## config.mk

```make
export PLATFORM = sky130hd
export DESIGN_NAME = seg7_scan_decoder
export DESIGN_NICKNAME = d
export VERILOG_FILES = /design/src/rtl/seg7_pkg.sv /design/src/rtl/seg7_glyph_decode.sv /design/src/rtl/seg7_scan_decoder.sv
export SDC_FILE = /design/constraint.sdc
export NUM_CORES = 1
export LEC_CHECK = 0
export ABC_AREA = 1
export CAP_MARGIN = 20
export CORE_ASPECT_RATIO = 1.75
export CORE_MARGIN = 2
export CORE_UTILIZATION = 35
export DETAILED_ROUTE_END_ITERATION = 8
export SLEW_MARGIN = 20
export SYNTH_ARGS = -nofsm -noshare
export SYNTH_HDL_FRONTEND = slang
export SYNTH_SLANG_ARGS = --single-unit
```

## constraint.sdc

```tcl
create_clock -name clk -period 4.7 [get_ports clk]
set_clock_uncertainty 0.1 [all_clocks]
set_input_delay 1.41 -clock clk [delete_from_list [all_inputs] [get_ports clk]]
set_output_delay 1.41 -clock clk [all_outputs]
set_load 0.05 [all_outputs]
```

## src/rtl/seg7_pkg.sv

```systemverilog
// Shared constants for the 7-segment scan decoder: active-low glyph table and blank pattern.
// Glyph index equals the hex value the pattern represents.
package seg7_pkg;

    localparam int GLYPH_CNT = 16;

    localparam logic [6:0] SEG7_BLANK = 7'h7F;

    localparam logic [6:0] SEG7_GLYPH [GLYPH_CNT] = '{
        7'h40, 7'h79, 7'h24, 7'h30, 7'h19, 7'h12, 7'h02, 7'h78,
        7'h00, 7'h10, 7'h08, 7'h03, 7'h46, 7'h21, 7'h06, 7'h0E
    };

    typedef struct packed {
        logic       err;
        logic [3:0] nibble;
    } glyph_dec_t;

    // Patterns outside the table decode to nibble 0 with err set.
    function automatic glyph_dec_t glyph_lookup(input logic [6:0] pat);
        glyph_dec_t res;
        res.err    = 1'b1;
        res.nibble = 4'h0;
        for (int i = 0; i < GLYPH_CNT; i++) begin
            if (pat == SEG7_GLYPH[i]) begin
                res.err    = 1'b0;
                res.nibble = 4'(i);
            end
        end
        return res;
    endfunction

endpackage

```

## src/rtl/seg7_glyph_decode.sv

```systemverilog
// Combinational reverse lookup of an active-low 7-segment pattern to a hex nibble.
// err flags any pattern that is not one of the sixteen legal glyphs.
module seg7_glyph_decode (
    input  logic [6:0] seg_n,
    output logic [3:0] nibble,
    output logic       err
);
    import seg7_pkg::*;

    glyph_dec_t dec_s;

    // Table lookup
    always_comb begin
        dec_s = glyph_lookup(seg_n);
    end

    assign nibble = dec_s.nibble;
    assign err    = dec_s.err;

endmodule

```

## src/rtl/seg7_scan_decoder.sv

```systemverilog
// Receive side of a multiplexed 7-segment bus: waits for each digit to dwell stably, decodes it,
// and emits a full frame on a valid/ready port. Optional input synchronizer: SEG7_DEC_SYNC_EN.
module seg7_scan_decoder #(
    parameter int NUM_DIGITS    = 8,
    parameter int STABLE_CYCLES = 4
) (
    input  logic                      clk,
    input  logic                      rst,
    input  logic [7:0]                seg_n,
    input  logic [NUM_DIGITS-1:0]     an_n,
    output logic                      out_valid,
    input  logic                      out_ready,
    output logic [4*NUM_DIGITS-1:0]   out_hex,
    output logic [NUM_DIGITS-1:0]     out_dot,
    output logic [NUM_DIGITS-1:0]     out_err,
    output logic                      overrun
);
    import seg7_pkg::*;

    localparam int                CNT_W   = $clog2(STABLE_CYCLES + 1);
    localparam logic [CNT_W-1:0]  CNT_MAX = CNT_W'(STABLE_CYCLES);
    localparam logic [CNT_W-1:0]  CNT_ONE = CNT_W'(1);
    localparam logic [7:0]        SEG_IDLE = {1'b1, SEG7_BLANK};

    logic [7:0]              seg_s;
    logic [NUM_DIGITS-1:0]   an_s;

`ifdef SEG7_DEC_SYNC_EN
    logic [7:0]              seg_meta_r;
    logic [7:0]              seg_sync_r;
    logic [NUM_DIGITS-1:0]   an_meta_r;
    logic [NUM_DIGITS-1:0]   an_sync_r;

    // Two-flop synchronizer; idles at all-ones so reset looks like a blanked bus
    always_ff @(posedge clk or posedge rst) begin
        if (rst) begin
            seg_meta_r <= '1;
            seg_sync_r <= '1;
            an_meta_r  <= '1;
            an_sync_r  <= '1;
        end else begin
            seg_meta_r <= seg_n;
            seg_sync_r <= seg_meta_r;
            an_meta_r  <= an_n;
            an_sync_r  <= an_meta_r;
        end
    end

    assign seg_s = seg_sync_r;
    assign an_s  = an_sync_r;
`else
    assign seg_s = seg_n;
    assign an_s  = an_n;
`endif

    logic [7:0]              prev_seg_r;
    logic [NUM_DIGITS-1:0]   prev_an_r;
    logic [CNT_W-1:0]        cnt_r;
    logic [NUM_DIGITS-1:0]   an_low_s;
    logic                    onehot_s;
    logic                    same_s;
    logic [CNT_W-1:0]        cnt_next_s;
    logic                    capture_s;
    logic [NUM_DIGITS-1:0]   cap_oh_s;

    // Stability counter: capture fires once, on the step into CNT_MAX
    always_comb begin
        an_low_s   = ~an_s;
        onehot_s   = (an_low_s != '0) &&
                     ((an_low_s & (an_low_s - NUM_DIGITS'(1))) == '0);
        same_s     = (seg_s == prev_seg_r) && (an_s == prev_an_r);
        cnt_next_s = '0;
        capture_s  = 1'b0;
        if (!onehot_s) begin
            cnt_next_s = '0;
        end else if (same_s) begin
            if (cnt_r == CNT_MAX) begin
                cnt_next_s = CNT_MAX;
            end else begin
                cnt_next_s = cnt_r + CNT_ONE;
                capture_s  = (cnt_r == CNT_MAX - CNT_ONE);
            end
        end else begin
            cnt_next_s = CNT_ONE;
            capture_s  = (CNT_MAX == CNT_ONE);
        end
        if (capture_s) begin
            cap_oh_s = an_low_s;
        end else begin
            cap_oh_s = '0;
        end
    end

    // Previous-sample and dwell counter registers
    always_ff @(posedge clk or posedge rst) begin
        if (rst) begin
            prev_seg_r <= SEG_IDLE;
            prev_an_r  <= '1;
            cnt_r      <= '0;
        end else begin
            prev_seg_r <= seg_s;
            prev_an_r  <= an_s;
            cnt_r      <= cnt_next_s;
        end
    end

    logic [3:0]              dec_nib_s;
    logic                    dec_err_s;

    seg7_glyph_decode u_glyph (
        .seg_n  (seg_s[6:0]),
        .nibble (dec_nib_s),
        .err    (dec_err_s)
    );

    logic [4*NUM_DIGITS-1:0] cap_hex_r;
    logic [NUM_DIGITS-1:0]   cap_dot_r;
    logic [NUM_DIGITS-1:0]   cap_err_r;
    logic [NUM_DIGITS-1:0]   seen_r;
    logic [4*NUM_DIGITS-1:0] cap_hex_next_s;
    logic [NUM_DIGITS-1:0]   cap_dot_next_s;
    logic [NUM_DIGITS-1:0]   cap_err_next_s;
    logic [NUM_DIGITS-1:0]   seen_next_s;
    logic                    frame_done_s;

    // Merge this cycle's capture so a completing frame loads its final digit too
    always_comb begin
        cap_hex_next_s = cap_hex_r;
        cap_dot_next_s = cap_dot_r;
        cap_err_next_s = cap_err_r;
        for (int d = 0; d < NUM_DIGITS; d++) begin
            if (cap_oh_s[d]) begin
                cap_hex_next_s[4*d +: 4] = dec_nib_s;
                cap_dot_next_s[d]        = ~seg_s[7];
                cap_err_next_s[d]        = dec_err_s;
            end else begin
                cap_hex_next_s[4*d +: 4] = cap_hex_r[4*d +: 4];
                cap_dot_next_s[d]        = cap_dot_r[d];
                cap_err_next_s[d]        = cap_err_r[d];
            end
        end
        frame_done_s = &(seen_r | cap_oh_s);
        if (frame_done_s) begin
            seen_next_s = '0;
        end else begin
            seen_next_s = seen_r | cap_oh_s;
        end
    end

    // Per-digit capture registers and seen mask
    always_ff @(posedge clk or posedge rst) begin
        if (rst) begin
            cap_hex_r <= '0;
            cap_dot_r <= '0;
            cap_err_r <= '0;
            seen_r    <= '0;
        end else begin
            cap_hex_r <= cap_hex_next_s;
            cap_dot_r <= cap_dot_next_s;
            cap_err_r <= cap_err_next_s;
            seen_r    <= seen_next_s;
        end
    end

    // Output frame and handshake; a frame completing while one is still held is dropped
    always_ff @(posedge clk or posedge rst) begin
        if (rst) begin
            out_valid <= 1'b0;
            out_hex   <= '0;
            out_dot   <= '0;
            out_err   <= '0;
            overrun   <= 1'b0;
        end else if (frame_done_s) begin
            if (!out_valid || out_ready) begin
                out_valid <= 1'b1;
                out_hex   <= cap_hex_next_s;
                out_dot   <= cap_dot_next_s;
                out_err   <= cap_err_next_s;
            end else begin
                overrun   <= 1'b1;
            end
        end else if (out_valid && out_ready) begin
            out_valid <= 1'b0;
        end
    end

endmodule

```

==> results of run 1 <==
[layout by cell type (no fill, tap or decap), types with 3 or more instances in the layout]
master | Yosys | routed
nand2_1 | 252 | 252
o21ai_1 | 14 | 14
dfrtp_1 | 109 | 109
buf_4 | 7 | 12
dfstp_2 | 16 | 16
ha_1 | 3 | 3
inv_1 | 44 | 43
nand3_1 | 17 | 16
inv_2 | 3 | 3
nand4_1 | 58 | 58
bufinv_16 | 0 | 3
nand2_2 | 4 | 4
clkdlybuf4s50_1 | 0 | 68
nor3_1 | 7 | 7
nor2_1 | 21 | 21
xnor2_1 | 10 | 10
clkinv_2 | 0 | 4
a21oi_1 | 9 | 9
o21ai_0 | 20 | 20
clkbuf_16 | 0 | 17
nor2_4 | 3 | 3
clkinv_4 | 0 | 5
[path summary, 6_finish.rpt]
| path | start | endpoint | depth (start not counted) |
|---|---|---|---|
| worst max-delay path | seg_n[7] | out_hex[12]$_DFFE_PP0P_ | 13 |
| worst min-delay path | out_hex[14]$_DFFE_PP0P_ | out_hex[14]$_DFFE_PP0P_ | 2 |
| worst max register to register | cnt_r[0]$_DFF_PP0_ | out_hex[12]$_DFFE_PP0P_ | 11 |
| worst min register to register | out_hex[14]$_DFFE_PP0P_ | out_hex[14]$_DFFE_PP0P_ | 2 |
| max in group asynchronous | rst | prev_an_r[7]$_DFF_PP1_ | 3 |
| min in group asynchronous | rst | cap_hex_r[17]$_DFF_PP0_ | 2 |
[cells by family (layout without fill, tap and decap cells)]
family / Yosys count / count (layout)
buffers and inverters: 79 / 160
XOR/XNOR: 10 / 10
AND/OR/NAND/NOR: 373 / 373
adder cells (fa/ha/maj): 3 / 3
AO/OA/AOI/OAI: 46 / 46
flip-flops: 125 / 125
[cell type report]
class / count / area (sq um)
repair buffers: 81 / 791
multi-input cells: 432 / 2030
clock inverters: 14 / 170
flip-flops and latches: 125 / 3150
inverters: 47 / 180
clock buffers: 18 / 429
well taps: 186 / 233
fillers: 1517 / 8480
[cells in the mapped netlist]
cell and n:
o31ai_1 1, buf_6 5, nand2_2 4, a21oi_1 9, nand4_2 2, nor2_2 2, dfrtp_1 109, nand4_1 58
clkbuf_1 7, ha_1 3, nor4_1 1, o21ai_0 20, nand3b_1 1, xnor2_1 10, inv_2 3, nand3_1 17
dfstp_2 16, inv_1 44, nand2_1 252, nor3_4 1, and2_1 1, nor2_1 21, buf_2 13, o21ai_1 14
nor3_2 1, nor2_4 3, buf_4 7, nor3_1 7, and3_1 2, o21bai_1 1, a21boi_0 1
[metal layers]
metal	wire length (microns)	global-route usage, %
met2	6950	27.3
met1	5460	19.0
met5	0	0
met4	312	7.21
met3	411	3.80
[critical path: stages]
cell             delay [ps]
clkdlybuf4s50_1         700
xnor2_1                 170
nand2_1                  70
nor2_1                  110
nand2_1                 120
nor2_4                  330
nand3_1                 170
nand2_1                 120
nand2_2                  70
nor2_4                  330
buf_4                   420
nand4_1                 210
nand2_1                 120
[where the power goes]
| group | internal (mW) | total, mW | switching [mW] | leakage [nW] |
|---|---|---|---|---|
| clock network | 0.834 | 1.33 | 0.494 | 0.294 |
| logic | 0.0328 | 0.0964 | 0.0636 | 1.53 |
| registers | 1.09 | 1.09 | 0.00327 | 1.69 |
| total | 1.96 | 2.52 | 0.561 | 3.51 |
[metrics by stage]
stage	setup WS, ps	cell area, sq um	total power, mW
3_3_place_gp	287	6380	1.21
4_1_cts	594	6980	2.55
3_5_place_dp	171	6380	1.21
2_1_floorplan	1570	5550	1.17
5_1_grt	371	6980	2.60
6_report	574	6980	2.52
==> impl_metrics.ini, run 1 <==
[routing]
vias_per_cell = 4.94
firstDrtPassIters = 4
route.antenna.remaining_nets = 0
drt-initial-drc-count = 187
vias = 4463
wl_per_cell_microns = 14.5
drc = 0
drt-total-wl_microns = 13100

[cts]
h-tree-depth = 4
cts_setup_buffers = 0
numCtsBuffers = 17
clk_latency_ps = 420
root_buffer = clkbuf_16
cts.reportedPaths.clkPinSlew_ps = 60
hold_buffers = 0
cts_tree = built
cts_num_sinks = 125
clockBufferDepth = 2
post_cts_resized = 0

[pwr]
power.leakage_nw = 3.51
powerDensity_nw_per_um2 = 361
peakVddDrop_mv = 0.252

[logic_synthesis]
synth_area_leaders = dfrtp_1 (49%), nand2_1 (17%), dfstp_2 (7.6%)
synth_compound_area_share_pct = 4.28
ys_ff_latch = 125
muxShareOfSynthArea_pct = 0
synth-seq-area-share_pct = 56.7
synthAdderAreaFrac_pct = 0.676
synth.distinct_cells = 31
synth-simple-area-share_pct = 30.0
synth_xor_area_share_pct = 1.58
synth_area_leader_cell = dfrtp_1
syn-num-nets = 658
ys_warn_count = 0
synth_top_area_share_pct = 49.1
syn-cell-area_sq_um = 5550
syn_avg_cell_area_sq_um = 8.73
synth_top_family_by_area = simple AND/OR/NAND/NOR gates
syn_inst = 636

[timing]
hold_viol = 0
clock.fmax_ghz = 0.242
setup_viol = 0
finalSetupTns_ps = 0
slew_headroom_pct = 53.9
fin_crit_sh_pct = 87.8
slew_viol_final = 0
rsz0062_at_grt = no
holdWs_ps = 371
worst_pin_slew_ps = 689
layout_min_cycle_time_ps = 4130

[placed_design]
dp.cells = 871
gp_congestion = 0.849
port_buffers = 68
dp_hpwl_microns = 9200

[die]
coreArea_sq_um = 15500
die_w_microns = 99.2
initial_core_util_pct = 35.9
placementRows = 60
dieArea_sq_um = 16900
io_pins = 69
die_y_microns = 171

[worst_setup_path]
crit_arrival_ps = 4380
setup.worst_path.start_class = input pin
crit_fanout = 35
rrSetupSlack_ps = 1710
cp-end-kind = flop
critPathKind = input pin to flop
crit_required_ps = 4950

[grt]
grtUsageTotal_pct = 16.0
antenna_found_initial = 0
grt_pass1_wl_microns = 21300
grt_pass1_vias = 4414
grt_max_degree = 53
grt-ovfl-total = 0

[job]
maxCapViolations = 0

[outcome]
status = complete, no violations

[hold_path]
hold_class = flop to flop

[layout]
fin_nets = 726
drive_above_1_share_pct = 10.9
syn_to_final_growth_pct = 25.8
layoutNonFillerInstCount = 903
final_core_util_pct = 45.1
reg_top3 = cap_hex_r (32), out_hex (32)
diodes = 0
Power figures use the tool's default switching activity.
==> inputs of run 2 (changes only) <==
--- a/config.mk
+++ b/config.mk
@@ -11,6 +11,7 @@
 export CORE_MARGIN = 2
 export CORE_UTILIZATION = 35
 export DETAILED_ROUTE_END_ITERATION = 8
+export SKIP_CTS_REPAIR_TIMING = 1
 export SLEW_MARGIN = 20
 export SYNTH_ARGS = -nofsm -noshare
 export SYNTH_HDL_FRONTEND = slang
==> results of run 2 <==
The final DEF is identical to that of run 1; final timing and power are the same.
